===== config.mk =====
export PLATFORM = sky130hd
export DESIGN_NAME = mlp_dp_scheduler
export DESIGN_NICKNAME = d
export VERILOG_FILES = /design/src/rtl/mlp_dp_scheduler.sv
export SDC_FILE = /design/constraint.sdc
export NUM_CORES = 1
export LEC_CHECK = 0
export ABC_AREA = 1
export ABC_CLOCK_PERIOD_IN_PS = 3900
export BUFFER_PORTS_ARGS = -buffer_cell sky130_fd_sc_hd__buf_2
export CAP_MARGIN = 0
export CORE_AREA = 2 2 160 162
export CTS_BUF_LIST = sky130_fd_sc_hd__clkbuf_2
export CTS_CLUSTER_SIZE = 28
export DETAILED_ROUTE_END_ITERATION = 8
export DIE_AREA = 0 0 162 164
export PLACE_DENSITY_LB_ADDON = 0.15
export SLEW_MARGIN = 15
export SYNTH_ARGS = -nofsm -noshare
export SYNTH_HDL_FRONTEND = slang
export SYNTH_SLANG_ARGS = --single-unit

===== constraint.sdc =====
create_clock -name i_clk -period 3.9 [get_ports i_clk]
set_clock_uncertainty 0.2 [all_clocks]
set_input_delay 0.78 -clock i_clk [delete_from_list [all_inputs] [get_ports i_clk]]
set_output_delay 0.78 -clock i_clk [all_outputs]
set_load 0.05 [all_outputs]

===== src/rtl/mlp_dp_scheduler.sv =====
// Round-robin burst scheduler feeding an MLP datapath, with result tagging.
// Optional stall abort enabled by defining MLP_DP_SCHED_TIMEOUT_EN.
module mlp_dp_scheduler #(
  parameter int NUM_REQ    = 4,
  parameter int DATA_WIDTH = 64,
  parameter int RES_WIDTH  = 32,
  parameter int LATENCY    = 6,
  parameter int TIMEOUT    = 15
) (
  input  logic                          i_clk,
  input  logic                          i_reset_n,
  input  logic [NUM_REQ-1:0]            i_req_valid,
  input  logic [NUM_REQ-1:0]            i_req_last,
  output logic [NUM_REQ-1:0]            o_req_ready,
  input  logic [NUM_REQ*DATA_WIDTH-1:0] i_req_data,
  output logic                          o_dp_valid,
  output logic                          o_dp_first,
  output logic                          o_dp_last,
  output logic [DATA_WIDTH-1:0]         o_dp_data,
  input  logic [RES_WIDTH-1:0]          i_dp_result,
  output logic [NUM_REQ-1:0]            o_res_valid,
  output logic [RES_WIDTH-1:0]          o_res_data,
  output logic                          o_timeout
);

  localparam int IW = (NUM_REQ > 1) ? $clog2(NUM_REQ) : 1;
  localparam int TW = IW + 2;

  typedef enum logic {IDLE, BURST} state_t;

  state_t          state;
  logic [1:0]      rst_sync;
  logic            rst_n;
  logic [IW-1:0]   ptr;
  logic [IW-1:0]   gnt;
  logic [IW-1:0]   pick;
  logic [IW-1:0]   nxt;
  logic [IW-1:0]   dp_id;
  logic            any;
  logic            first_pend;
  logic            accept;
  logic            expire;
  logic [TW-1:0]   tag_in;
  logic [TW-1:0]   tag_out;
  logic            fire;

  // Assert asynchronously, release two edges later.
  always_ff @(posedge i_clk or negedge i_reset_n) begin
    if (!i_reset_n) rst_sync <= '0;
    else            rst_sync <= {rst_sync[0], 1'b1};
  end
  assign rst_n = rst_sync[1];

  always_comb begin
    int idx;
    idx  = 0;
    pick = '0;
    any  = 1'b0;
    for (int i = 0; i < NUM_REQ; i++) begin
      idx = int'(ptr) + i;
      if (idx >= NUM_REQ) idx = idx - NUM_REQ;
      if (!any && i_req_valid[idx]) begin
        any  = 1'b1;
        pick = IW'(idx);
      end
    end
  end

  assign nxt    = (gnt == IW'(NUM_REQ - 1)) ? '0 : gnt + 1'b1;
  assign accept = (state == BURST) && i_req_valid[gnt];
  assign o_req_ready = (state == BURST) ? (NUM_REQ'(1) << gnt) : '0;

`ifdef MLP_DP_SCHED_TIMEOUT_EN
  localparam int CW = $clog2(TIMEOUT + 1);
  logic [CW-1:0] stall_cnt;
  logic          stall;
  logic          tout;

  assign stall  = (state == BURST) && !i_req_valid[gnt];
  assign expire = stall && (stall_cnt == CW'(TIMEOUT - 1));

  always_ff @(posedge i_clk or negedge rst_n) begin
    if (!rst_n) begin
      stall_cnt <= '0;
      tout      <= 1'b0;
    end else begin
      tout <= expire;
      if (!stall || expire) stall_cnt <= '0;
      else                  stall_cnt <= stall_cnt + 1'b1;
    end
  end
  assign o_timeout = tout;
`else
  assign expire    = 1'b0;
  assign o_timeout = 1'b0;
`endif

  always_ff @(posedge i_clk or negedge rst_n) begin
    if (!rst_n) begin
      state      <= IDLE;
      ptr        <= '0;
      gnt        <= '0;
      dp_id      <= '0;
      first_pend <= 1'b0;
      o_dp_valid <= 1'b0;
      o_dp_first <= 1'b0;
      o_dp_last  <= 1'b0;
      o_dp_data  <= '0;
    end else begin
      o_dp_valid <= 1'b0;
      o_dp_first <= 1'b0;
      o_dp_last  <= 1'b0;
      o_dp_data  <= '0;
      unique case (state)
        IDLE: begin
          if (any) begin
            gnt        <= pick;
            first_pend <= 1'b1;
            state      <= BURST;
          end
        end
        BURST: begin
          if (accept) begin
            o_dp_valid <= 1'b1;
            o_dp_first <= first_pend;
            o_dp_last  <= i_req_last[gnt];
            o_dp_data  <= i_req_data[gnt*DATA_WIDTH +: DATA_WIDTH];
            dp_id      <= gnt;
            first_pend <= 1'b0;
            if (i_req_last[gnt]) begin
              state <= IDLE;
              ptr   <= nxt;
            end
          end else if (expire) begin
            // Forced zero beat closes the accumulation.
            o_dp_valid <= 1'b1;
            o_dp_first <= first_pend;
            o_dp_last  <= 1'b1;
            dp_id      <= gnt;
            first_pend <= 1'b0;
            state      <= IDLE;
            ptr        <= nxt;
          end
        end
        default: state <= IDLE;
      endcase
    end
  end

  assign tag_in = {o_dp_valid, o_dp_last, dp_id};

  generate
    if (LATENCY == 0) begin : g_direct
      assign tag_out = tag_in;
    end else begin : g_pipe
      logic [TW-1:0] pipe [LATENCY];
      always_ff @(posedge i_clk or negedge rst_n) begin
        if (!rst_n) begin
          for (int i = 0; i < LATENCY; i++) pipe[i] <= '0;
        end else begin
          pipe[0] <= tag_in;
          for (int i = 1; i < LATENCY; i++) pipe[i] <= pipe[i-1];
        end
      end
      assign tag_out = pipe[LATENCY-1];
    end
  endgenerate

  assign fire        = tag_out[TW-1] & tag_out[TW-2];
  assign o_res_valid = fire ? (NUM_REQ'(1) << tag_out[IW-1:0]) : '0;
  assign o_res_data  = fire ? i_dp_result : '0;

endmodule


== Word level (Yosys, flattened, before mapping) ==
Index checks and enable logic that the tools add are counted.

* Memories: 0
* Bits in writable memories: 0
* Bits in registers: 101
* Bits in latches: 0
* Memory bits (read-only): 0
* Input bits: 298
* Output and inout port bits: 108

* Shifts and indexed selects: 3
* $lt $le $gt $ge: 9
* Multipliers: 0
* $add $sub $neg: 8
* Multiplexer cells: 47
* Reduce and logical (&&, ||, !) cells: 11
* Equal/unequal tests: 3
* Bitwise operators: 2
* Divide/modulo/power cells: 0

{| class="wikitable"
|+ Operators with widths
! kind !! number
|-
| $shiftx 256x9->64 || 1
|-
| $mux 32 || 5
|-
| $lt 32x4->1 const B || 4
|-
| $mux 64 || 2
|-
| $mux 1 || 25
|-
| $bmux 1 s2 || 6
|-
| $sub 3x3->4 const B || 3
|-
| $mux 2 || 5
|-
| $ge 3x3->1 const B || 3
|-
| $mux 4 || 2
|-
| $shl 1x2->4 const A || 2
|-
| $add 2x2->3 const B || 2
|-
| $reduce_and 2->1 || 3
|-
| $logic_and 1x1->1 || 4
|-
| $pmux 1 s2 || 2
|-
| $sub 2x3->4 const B || 1
|-
| $add 2x1->3 const B || 1
|-
| $ge 2x3->1 const B || 1
|-
| $logic_not 1->1 || 3
|-
| $lt 2x3->1 const B || 1
|-
| $reduce_and 3->1 || 1
|-
| $add 2x1->2 const B || 1
|-
| $eq 2x2->1 const B || 1
|-
| $ne 2x1->1 const B || 1
|-
| other kinds (3) || 3
|}

== Depth between registers and ports, before layout ==
Gate-level depths: netlist of run 1.

* Word-level depth: 17
* Mapped depth: 11
* Gate-level depth less buffers: 11

== Least setup slack after synthesis of run 1 ==
No wires, ideal clock.

* Path type: register -> output
* Start point: reg gnt[1]
* End point: out o_req_ready[1]
* Stages on the path, launching flop included: 8
* Arrival: 1.532 ns
* Slack: 1.388 ns
* Cell sequence: dfrtp_1 -> buf_2 -> inv_2 -> buf_2 -> buf_2 -> ha_1 -> nand2_1 -> inv_1

* Word-level cells in the longest chain between the ends: 2

{| class="wikitable"
|+ RTL lines
! item !! line !! text
|-
| start: declaration || 35 || <nowiki>logic [IW-1:0] gnt;</nowiki>
|-
| start signal: assignment || 117 || <nowiki>gnt <= pick;</nowiki>
|-
| $shl 1x2->4 || 71 || <nowiki>assign o_req_ready = (state == BURST) ? (NUM_REQ'(1) << gnt) : '0;</nowiki>
|-
| $mux 4 || 71 ||
|-
| end: declaration || 14 || <nowiki>output logic [NUM_REQ-1:0] o_req_ready,</nowiki>
|}

Every way passes these cells.

== Worst setup path in the final report of run 1 ==
* Start point: reg gnt[0]
* End point: out o_req_ready[2]

The elaborated chain is that of the path after synthesis.

==> results of run 1 <==
[final cells by class]
| cell class | instances | area share [%] |
|---|---|---|
| Clock inverter | 6 | 0.539 |
| Multi-Input combinational cell | 534 | 34.1 |
| Inverter | 53 | 2.48 |
| Sequential cell | 101 | 31.2 |
| Clock buffer | 10 | 0.616 |
| Timing Repair Buffer | 415 | 25.9 |
| Tap cell | 330 | 5.08 |
| Antenna cell | 2 | 0.0616 |
[cells in the mapped netlist (6+ instances only)]
cell,count,area (sq um)
nor2_1,244,916
o21ai_0,107,536
dfrtp_1,101,2530
nand2_1,54,203
inv_1,45,169
a21oi_2,31,272
mux2i_1,23,230
o22ai_2,20,250
buf_2,19,95.1
clkbuf_1,19,71.3
a21oi_1,16,80.1
buf_6,9,101
inv_2,7,26.3
nand3_1,6,30.0
o21ai_1,6,30.0
[routing by layer]
metal | vias to the layer above | wire, um
met5 | - | 13
met4 | 2 | 420
met3 | 28 | 1910
met2 | 278 | 11100
met1 | 2790 | 9030
li1 | 3125 | -
[critical path, cell delays in order, from the launching register on]
cell     delay [ns]
dfrtp_4        0.59
inv_2          0.46
ha_1           0.24
nand2_1        0.05
inv_1          0.06
buf_2          0.25
[logic make-up (layout without fill, tap and decap cells)]
| group | after synthesis | in the layout |
|---|---|---|
| fa+ha+maj | 4 | 4 |
| buf+inv | 106 | 484 |
| flops | 101 | 101 |
| mux | 23 | 23 |
| other cells | 2 | 4 |
| simple gates | 319 | 319 |
| compound gates | 186 | 186 |
[power breakdown]
part | switching [W] | internal (W) | leakage [nW]
clock network | 0.000379 | 0.0000942 | 0.0652
registers | 0.000181 | 0.00141 | 1.30
logic | 0.00276 | 0.00105 | 3.13
total | 0.00332 | 0.00256 | 4.50
[flip-flops by register name, indices dropped and copies added, names as in the netlist, 2 cells and up]
register,flops
rst_sync,2
gnt,2
o_dp_data,64
g_pipe.pipe,20
ptr,2
tag_out,4
dp_id,2
[timing repair]
item                      CTS  global route
buffers inserted            0             0
hold buffers                1             0
hold endpoints to repair    2             0
[path summary, 6_finish.rpt]
path / startpoint / slack [ns] / endpoint / depth (start not counted)
worst min-delay path: rst_sync[1]$_DFF_PN0_ / 0.17 / o_dp_data[31]$_DFF_PN0_ / 0
max in group asynchronous: rst_sync[1]$_DFF_PN0_ / 2.44 / o_dp_data[47]$_DFF_PN0_ / 1
worst min register to register: rst_sync[1]$_DFF_PN0_ / 0.17 / o_dp_data[31]$_DFF_PN0_ / 0
min in group i_clk: g_pipe.pipe[10]$_DFF_PN0_ / 0.19 / g_pipe.pipe[6]$_DFF_PN0_ / 0
worst max-delay path: gnt[0]$_DFFE_PN0P_ / 0.66 / o_req_ready[2] / 5
worst max register to register: gnt[0]$_DFFE_PN0P_ / 1.28 / o_dp_data[2]$_DFF_PN0_ / 8
[metrics by stage]
stage | util, % | instances
2_1_floorplan | - | 741
3_3_place_gp | 32.3 | 1432
3_5_place_dp | 32.3 | 1432
4_1_cts | 32.7 | 1449
5_1_grt | 32.7 | 1450
6_report | 32.7 | 1451
==> metrics.md, run 1 <==
| Metric | Value |
|---|---|
| GPL Wtd Cong | 0.819 |
| Min Tclk post-route | 3.24 ns |
| Clock Pin Slew Worst Setup and Hold Paths | 0.30 ns |
| CTS Root Cell | clkbuf_2 |
| First-pass GRT wire length | 32,900 um |
| Outcome | finished, final reports clean |
| Met3 GRT Util | 4.92% |
| Vias in the first global route | 5,953 |
| WP data required | 2.92 ns |
| RSZ-0062 raised after global routing | false |
| Vias/cell | 4.29 |
| Setup TNS | 0 ns |
| Pins Over Slew Limit | 0 |
| Xor and xnor area share after synthesis | 0% |
| Gr usage total | 16.0% |
| Number of max-cap violations | 0 |
| Pre-CTS setup slack | 1.27 ns |
| Final wirelength | 22,500 um |
| Adder-cell share of the synthesized area | 0.863% |
| Post-synthesis register bit count | 101 |
| Antenna violations before repair | 3 |
| Initial core utilization | 23.4% |
| Area Overhead vs Synth | 40.0% |
| TritonCTS clock tree | done |
| Final net count | 1,416 |
| Synth Net Count | 1,043 |
| Fillers | 2,801 |
| Design Power | 0.00588 W |
| GRT Max-Usage Layer | met2 |
| Bufs on Longest Clock Path | 2 |
| Multi-input logic area | 2770 sq um |
| Share of layout cells above drive strength 1 | 44.9% |
| EDFF count, synth | 0 |
| Clock Sinks | 101 |
| Crit Path Category | flop to output port |
| Least-Margin Pin Slew | 1.09 ns |
| Clk_lat worst skew | 0.59 ns |
| GRT met1 Usage | 18.8% |
| Design area | 8120 sq um |
| Final setup violation count | 0 |
| Die area | 26,600 sq um |
| Syn Std Cell Area | 5800 sq um |
| PD cells | 724 nW/um^2 |
| Die Width | 162 um |
| Post-CTS Resized | 0 |
| Num CTS Buffers | 9 |
| Post-route antenna net violation count | 0 |
| Final Cycle Share | 83.0% |
| Setup crit end kind | output port |
| Drt drc | 0 |
| Placeable Area | 24,800 sq um |
| Hold Crit Class | flop to asynchronous set/reset pin |
| Post-Synth Simple-Gate Area | 21.9% |
| Yosys cell types | 31 |
| Seq. cell area | 2540 sq um |
| Die H | 164 um |
| Drt pass-1 iters | 4 |
| Fin. Hold Viols | 0 |
| Drt first-iter violations | 282 |
| Residual overflow from global routing | 0 |
| Largest net degree at the start of global routing | 85 |
| Main synth FF type | dfrtp_1 |
| WL per Instance | 15.5 um |
| Htree depth | 3 |
| Asr flop ratio synth | 100% |
| Crit path max fanout | 37 |
| Largest family of logic cells by synthesized area | simple AND/OR/NAND/NOR gates |
| Max IR drop VDD | 0.410 mV |
| Compound-cell area share of the yosys netlist | 20.9% |
| Number of buffers added on ports | 404 |
| Site Rows | 58 |
| HPWL after detailed placement | 17,100 um |
| Rel. slew slack | 27.2% |
| YS warnings | 0 |
| Most frequent cells in the layout | buf_2 (404), nor2_1 (244), o21ai_0 (107) |
| FMAX | 309 MHz |
| GRT met2 Usage | 28.4% |
| Setup ws final | 0.662 ns |
| Leak | 4.50 nW |
| # IOs | 406 |
| Vias | 6,223 |
| CP Launch Type | flop |
| Cells after Synth | 741 |
| Register area share after synthesis | 43.6% |
| Syn avg cell area | 7.83 sq um |
| DP Area | 8020 sq um |
| Worst hold slack | 0.173 ns |
| Commonest non-fill, non-tap cell in the layout | buf_2 |
| WP data arrival | 2.26 ns |
| Post-synthesis mux area share | 3.97% |
Power figures use the tool's default switching activity.
==> run 2: changes to the inputs <==
- ABC_AREA: 1 -> 0
- ABC_CLOCK_PERIOD_IN_PS: 3900 -> 2650
- CORE_AREA: 2 2 160 162 -> 2 2 158 160
- DIE_AREA: 0 0 162 164 -> 0 0 160 162
- clock period: 3.9 -> 2.65 ns (I/O delays scaled with it)
==> run 2 against run 1 <==
- worst hold slack worse by 0.066 ns
- sequential power up 47%
- non-clock buffer count up 11
- final area down 3.2%
- sequential share of layout area rose by 1.1 points
- clock power is 110% higher
- critical path type unchanged
- critical endpoint is now o_res_data[12]
- largest cell class is now sequential cells
==> metrics.md, run 2 <==
| Metric | Value |
|---|---|
| Seq. cell area | 2540 sq um (+0.20%) |
| RSZ-0062 raised after global routing | false |
| HPWL after detailed placement | 14,300 um (-16%) |
| PD cells | 1070 nW/um^2 (+47%) |
| Drt first-iter violations | 171 (-39%) |
| Syn avg cell area | 14.8 sq um (+89%) |
| Clock Sinks | 101 (unchanged) |
| Htree depth | 3 (unchanged) |
| Synth area leaders | dfrtp_1 (49%), mux4_2 (28%), nor2b_1 (7.8%), and3_1 (3.8%), buf_2 (1.3%) |
| EDFF count, synth | 0 (unchanged) |
| Asr flop ratio synth | 100% (unchanged) |
| Crit path max fanout | 21 (-43%) |
| Share of layout cells above drive strength 1 | 68.1% (+23 points) |
| Leak | 4.16 nW (-7.7%) |
| Vias | 4,566 (-27%) |
| Number of buffers added on ports | 404 (unchanged) |
| Gr usage total | 13.7% (-2.3 points) |
| Die H | 162 um (-1.2%) |
| TritonCTS clock tree | done |
| Setup TNS | 0 ns (unchanged) |
| Max reg flops | 64 (unchanged) |
| Final Cycle Share | 93.6% |
| Clock Pin Slew Worst Setup and Hold Paths | 0.32 ns (+0.02 ns) |
| Final net count | 1,061 (-25%) |
| Most instantiated library cell after synthesis | dfrtp_1 |
| Site Rows | 57 (-1.7%) |
| FMAX | 403 MHz |
| Drt pass-1 iters | 4 (unchanged) |
| YS warnings | 0 (unchanged) |
| Post-route antenna net violation count | 0 (unchanged) |
| Outcome | finished, final reports clean |
| Cell taking the most area after synthesis | dfrtp_1 |
| WL per Instance | 16.5 um (+6.4%) |
| Largest net degree at the start of global routing | 42 (-51%) |
| # IOs | 406 (unchanged) |
| WP data arrival | 1.75 ns (-0.51 ns) |
| Hold Crit Class | input port to flop |
| Vias in the first global route | 4,869 (-18%) |
| Setup ws final | 0.171 ns (-0.491 ns) |
| Multi-input logic area | 2460 sq um (-11%) |
| Fin. Hold Viols | 0 (unchanged) |
| Rel. slew slack | 60.4% (+33 points) |
| Commonest non-fill, non-tap cell in the layout | buf_2 |
| Slowest cell delay on critical path | 0.47 ns (-0.12 ns) |
| Antenna violations before repair | 2 (-1) |
| Min Tclk post-route | 2.48 ns |
| Register area share after synthesis | 48.6% (+5.0 points) |
| Area Overhead vs Synth | 51.2% |
| Die Width | 160 um (-1.2%) |
| Worst Path Buf+Inv | 2 (-1) |
| Cells after Synth | 352 (-52%) |
| Pins Over Slew Limit | 0 (unchanged) |
| Worst-path cell chain | buf_4 -> and3_1 -> clkbuf_4 |
| Most frequent cells in the layout | buf_2 (399), dfrtp_1 (96), nor2b_1 (65) |
| Top reg by flops | o_dp_data |
| Placeable Area | 24,100 sq um (-2.9%) |
| Design Power | 0.00838 W (+42%) |
| Max IR drop VDD | 0.465 mV (+13%) |
| WP data required | 1.92 ns (-1.00 ns) |
| Syn Std Cell Area | 5200 sq um (-10%) |
| Main synth FF type | dfrtp_1 |
| Fillers | 2,530 (-9.7%) |
| Crit-path leading delay family | flip-flops |
| Residual overflow from global routing | 0 (unchanged) |
| Drt drc | 0 (unchanged) |
| GPL Wtd Cong | 0.774 (-5.5%) |
| Synth Net Count | 654 (-37%) |
| Share of the synthesized area in the top cell type | 48.6% (+5.0 points) |
| Pre-CTS setup slack | 0.423 ns (-0.847 ns) |
| Yosys cell types | 35 (+13%) |
| Commonest cells in the netlist | dfrtp_1 (101), nor2b_1 (65), mux4_2 (64) |
| CP Launch Type | flop |
| Setup crit end kind | output port |
| Final wirelength | 18,000 um (-20%) |
| Least-Margin Pin Slew | 0.594 ns (-0.496 ns) |
| Post-synthesis register bit count | 101 (unchanged) |
| First-pass GRT wire length | 27,300 um (-17%) |
| Num CTS Buffers | 9 (unchanged) |
| Crit Path Category | flop to output port |
| Final setup violation count | 0 (unchanged) |
| CTS Root Cell | clkbuf_2 |
| Number of max-cap violations | 0 (unchanged) |
| Vias/cell | 4.19 (-2.3%) |
| Bufs on Longest Clock Path | 2 (unchanged) |
| Critical path's slowest cell | dfrtp_2 |
| Clk_lat worst skew | 0.59 ns (about the same) |
| Initial core utilization | 21.6% (-1.8 points) |
| Die area | 25,900 sq um (-2.4%) |
==> run 2: cell count changes in the layout (fill, tap and decap cells not counted), moves of 31 or more <==
| cell | delta |
|---|---|
| nor2_1 | -239 |
| inv_1 | -38 |
| a21oi_2 | -31 |
| nand2_1 | -50 |
| and3_1 | +32 |
| o21ai_0 | -103 |
| nor2b_1 | +65 |
| mux4_2 | +64 |
==> run 2: worst register-to-register path, cell delays in order, from the launching register on <==
cell and delay, ns:
dfrtp_4 0.56, buf_4 0.19, mux2_4 0.32, nand3_2 0.10, and2_4 0.30, mux2_4 0.33
==> run 2: metal layers <==
layer | share of wire, % | up-vias | GRT usage, % | routed length, um
met1 | 38 | 2213 | 15.8 | 6800
li1 | - | 2111 | - | -
met4 | 2.4 | 0 | 5.53 | 436
met2 | 53 | 218 | 24.9 | 9510
met3 | 6.9 | 24 | 3.06 | 1240
met5 | 0 | - | 0 | 0
==> run 2: final timing paths <==
path                                       start                 endpoint  slack, ns  cells after the start
hold / removal                   i_req_data[143]  o_dp_data[15]$_DFF_PN0_       0.11                      3
hold reg to reg            rst_sync[1]$_DFF_PN0_  o_dp_data[33]$_DFF_PN0_       0.15                      0
setup / recovery            tag_out[2]$_DFF_PN0_           o_res_data[12]       0.17                      3
min in group asynchronous  rst_sync[1]$_DFF_PN0_  o_dp_data[33]$_DFF_PN0_       0.15                      0
max in group asynchronous  rst_sync[1]$_DFF_PN0_   o_dp_data[4]$_DFF_PN0_       1.36                      1
setup reg to reg              gnt[1]$_DFFE_PN0P_     dp_id[1]$_DFFE_PN0P_       0.59                      5
==> run 2: stage by stage <==
| step | hold slack (ns) | std cells | utilization, % | cell area (sq um) |
|---|---|---|---|---|
| 2_1_floorplan | 0.0344 | 352 | - | 5200 |
| 3_3_place_gp | 0.118 | 1061 | 31.5 | 7590 |
| 3_5_place_dp | 0.118 | 1061 | 31.5 | 7590 |
| 4_1_cts | 0.00965 | 1087 | 32.5 | 7840 |
| 5_1_grt | 0.00678 | 1089 | 32.6 | 7860 |
| 6_report | 0.107 | 1090 | 32.6 | 7870 |
==> run 2: repair_timing <==
action	in CTS	in global routing
gates resized for setup	4	6
setup buffers	8	1
hold buffers	2	0
hold endpoints to repair	2	0
endpoints found under the setup margin	40	15
==> run 2: layout make-up <==
type,count,share of cell area (%)
antenna,2,0.0636
clock buffer,9,0.573
clock inverter,7,1.53
inverter,8,0.382
multi-input combinational,213,31.3
sequential,101,32.3
tap,324,5.15
timing repair buffer,426,28.7
==> run 2: report_power, final <==
part | internal, W | switching [W]
clock | 0.000411 | 0.000577
combinational | 0.00199 | 0.00306
sequential | 0.00211 | 0.000226
==> run 2: kinds of logic after synthesis <==
family | share of synthesized area [%]
adders and majority gates | 0.962
DFF | 48.6
AOI/OAI and AO/OA | 1.68
and+or+nand+nor | 14.9
muxes | 29.7
other | 0.144
buffers and inverters | 4.06
==> run 3: changes to the inputs <==
- ABC_CLOCK_PERIOD_IN_PS: 2650 -> 2100
- clock period: 2.65 -> 2.1 ns (I/O delays scaled with it)
==> run 3 against run 2 <==
- the flow now stops in clock tree synthesis
- area after synthesis unchanged
- synthesized cell count unchanged
==> metrics.md, run 3 <==
| Metric | Value |
|---|---|
| Commonest cells in the netlist | dfrtp_1 (101), nor2b_1 (65), mux4_2 (64) |
| CTS Hold Bufs | 219 (+217) |
| Die Width | 160 um (unchanged) |
| Xor and xnor area share after synthesis | 0% (unchanged) |
| Bufs on Longest Clock Path | 2 (unchanged) |
| Post-synthesis register bit count | 101 (unchanged) |
| Die H | 162 um (unchanged) |
| Asr flop ratio synth | 100% (unchanged) |
| Initial core utilization | 21.6% (unchanged) |
| Post-synthesis mux area share | 29.7% (unchanged) |
| Post-CTS Resized | 142 (+138) |
| Register area share after synthesis | 48.6% (unchanged) |
| Post-Synth Simple-Gate Area | 14.9% (unchanged) |
| Htree depth | 3 (unchanged) |
| CTS Root Cell | clkbuf_2 |
| Num CTS Buffers | 9 (unchanged) |
| Synth area leaders | dfrtp_1 (49%), mux4_2 (28%), nor2b_1 (7.8%), and3_1 (3.8%), buf_2 (1.3%) |
| Cell taking the most area after synthesis | dfrtp_1 |
| YS warnings | 0 (unchanged) |
| Most instantiated library cell after synthesis | dfrtp_1 |
| Log Error | [ERROR RSZ-0060] Max buffer count reached. |
| DP Area | 7650 sq um (+0.76%) |
| Largest family of logic cells by synthesized area | multiplexers |
| Postcts setup bufs | 8 (unchanged) |
| Syn Std Cell Area | 5200 sq um (unchanged) |
| Halt Stage | clock tree synthesis |
| Outcome | did not finish |
| Site Rows | 57 (unchanged) |
| Yosys cell types | 35 (unchanged) |
| Main synth FF type | dfrtp_1 |
| Cells after Synth | 352 (unchanged) |
| Share of the synthesized area in the top cell type | 48.6% (unchanged) |
| GPL Wtd Cong | 0.785 (+1.4%) |
| Synth Net Count | 654 (unchanged) |
| Compound-cell area share of the yosys netlist | 1.68% (unchanged) |
| EDFF count, synth | 0 (unchanged) |
| Clock Sinks | 101 (unchanged) |
| HPWL after detailed placement | 13,800 um (-4.1%) |
| Adder-cell share of the synthesized area | 0.962% (unchanged) |
| # IOs | 406 (unchanged) |
| Syn avg cell area | 14.8 sq um (unchanged) |
| Number of buffers added on ports | 404 (unchanged) |
run 3: cell families after synthesis:
| group | after synthesis |
|---|---|
| compound gates | 13 |
| flops | 101 |
| simple gates | 122 |
| fa+ha+maj | 4 |
| buf+inv | 38 |
| other cells | 2 |
| mux | 72 |
run 3: through the flow:
stage               setup slack (ns)  hold WS (ns)  instances  util (%)
floorplan                     0.0362       -0.0756        352         -
global placement               0.193       0.00801       1063      31.7
detailed placement             0.185       0.00820       1063      31.7
==> run 4: changes to the inputs <==
- ABC_CLOCK_PERIOD_IN_PS: 2100 -> 2700
- CORE_AREA: 2 2 158 160 -> 2 2 157 159
- CTS_BUF_LIST: sky130_fd_sc_hd__clkbuf_2 -> default
- CTS_CLUSTER_SIZE: 28 -> default
- DIE_AREA: 0 0 160 162 -> 0 0 159 161
- clock period: 2.1 -> 2.7 ns (I/O delays scaled with it)
==> run 4 against run 3 <==
- the run now ends clean
==> metrics.md, run 4 (synthesis results as in run 2) <==
| Metric | Value |
|---|---|
| Placeable Area | 24,000 sq um |
| First-pass GRT wire length | 27,000 um |
| Htree depth | 3 (unchanged) |
| Residual overflow from global routing | 0 |
| HPWL after detailed placement | 14,100 um (+2.4%) |
| Setup TNS | 0 ns |
| CTS Hold Bufs | 1 (-99.5%) |
| Post-CTS Resized | 0 (-100%) |
| WP data arrival | 1.73 ns |
| TritonCTS clock tree | done |
| Final Cycle Share | 91.4% |
| Initial core utilization | 21.7% (+0.13 points) |
| Most frequent cells in the layout | buf_2 (404), dfrtp_1 (98), nor2b_1 (65) |
| Worst hold slack | 0.148 ns |
| Bufs on Longest Clock Path | 2 (unchanged) |
| Final net count | 1,051 |
| Leak | 4.17 nW |
| Vias | 4,521 |
| # IOs | 406 (unchanged) |
| Die Width | 159 um (-0.63%) |
| Worst-case reg-to-reg path depth | 5 |
| Pins Over Slew Limit | 0 |
| GPL Wtd Cong | 0.786 (+0.11%) |
| Fin. Hold Viols | 0 |
| Setup ws final | 0.232 ns |
| Drt first-iter violations | 138 |
| Commonest non-fill, non-tap cell in the layout | buf_2 |
| Area Overhead vs Synth | 52.2% |
| RSZ-0062 raised after global routing | false |
| Min Tclk post-route | 2.47 ns |
| Rel. slew slack | 60.5% |
| Die H | 161 um (-0.62%) |
| Hold Crit Class | flop to asynchronous set/reset pin |
| Vias in the first global route | 4,884 |
| Outcome | finished, final reports clean |
| Top reg by flops | o_dp_data |
| Number of buffers added on ports | 404 (unchanged) |
| DP Area | 7570 sq um (-1.1%) |
| CTS Root Cell | clkbuf_16 |
| Fillers | 2,476 |
| Pre-CTS setup slack | 0.527 ns (+0.342 ns) |
| Setup crit end kind | output port |
| Reg-to-reg setup timing slack | 0.64 ns |
| Design area | 7920 sq um |
| Design Power | 0.00855 W |
| Num CTS Buffers | 9 (unchanged) |
| WL per Instance | 16.2 um |
| RR Startpoint | gnt[1]$_DFFE_PN0P_ |
| Site Rows | 57 (unchanged) |
| Number of max-cap violations | 0 |
| Max reg flops | 64 |
| Least-Margin Pin Slew | 0.593 ns |
| FMAX | 405 MHz |
| Max IR drop VDD | 0.374 mV |
| Final wirelength | 17,500 um |
| Clock Sinks | 101 (unchanged) |
| Postcts setup bufs | 0 (-8) |
| Crit Path Category | flop to output port |
| Clk_lat worst skew | 0.35 ns |
| PD cells | 1080 nW/um^2 |
| Final setup violation count | 0 |
| Largest net degree at the start of global routing | 73 |
| Die area | 25,600 sq um |
| Share of layout cells above drive strength 1 | 67.4% |
| CP Launch Type | flop |
| Post-route antenna net violation count | 0 |
| Gr usage total | 13.6% |
| Drt drc | 0 |
| Antenna violations before repair | 4 |
| Drt pass-1 iters | 4 |
| Vias/cell | 4.19 |
| Crit path max fanout | 25 |
| Clock Pin Slew Worst Setup and Hold Paths | 0.08 ns |
| WP data required | 1.96 ns |
| Reg2Reg Capture Point | o_dp_data[7]$_DFF_PN0_ |
## run 4: stage by stage
| stage | std cells | util [%] |
|---|---|---|
| floorplan | 352 | - |
| global placement | 1061 | 31.6 |
| detailed placement | 1061 | 31.6 |
| CTS | 1078 | 33.0 |
| global route | 1078 | 33.0 |
| finish | 1079 | 33.0 |
## run 4: power breakdown
part / internal, W / switching, W / leakage (nW) / total [W]
Clock: 0.000839 / 0.000645 / 0.166 / 0.00148
Combinational: 0.00182 / 0.00285 / 2.71 / 0.00468
Sequential: 0.00207 / 0.000316 / 1.30 / 0.00239
Total: 0.00474 / 0.00381 / 4.17 / 0.00855
## run 4: worst max path at each step
| stage | depth (start not counted) | slack [ns] | end | from |
|---|---|---|---|---|
| 2_1_floorplan | 2 | 0.31 | o_res_valid[2] | tag_out[3]$_DFF_PN0_ |
| 3_3_place_gp | 6 | 0.54 | o_dp_data[32]$_DFF_PN0_ | i_req_valid[0] |
| 3_5_place_dp | 6 | 0.53 | o_dp_data[10]$_DFF_PN0_ | i_req_valid[0] |
| 4_1_cts | 3 | 0.22 | o_res_data[17] | tag_out[3]$_DFF_PN0_ |
| 5_1_grt | 3 | 0.04 | o_res_valid[2] | tag_out[3]$_DFF_PN0_ |
| 6_report | 3 | 0.23 | o_res_valid[2] | tag_out[3]$_DFF_PN0_ |
## run 4: routing by layer
metal / vias to the layer above / GRT usage [%] / routed length [um]
met5: - / 0 / 38
met4: 6 / 4.59 / 340
met3: 23 / 3.75 / 1230
met2: 215 / 24.2 / 9000
met1: 2186 / 16.0 / 6850
li1: 2091 / - / -
## run 4: worst max-delay path, stage by stage (launching register included)
cell	delay, ns
dfrtp_1	0.70
nand2_1	0.17
nor3b_1	0.22
buf_2	0.30
## run 4: area by class of cell
type	count	area [sq um]	share of cell area, %
antenna	1	2.50	0.0316
clock buffer	9	225	2.84
clock inverter	7	114	1.44
inverter	8	30.0	0.379
multi-input combinational	213	2460	31.1
sequential	101	2540	32.1
tap	324	405	5.12
timing repair buffer	416	2140	27.0
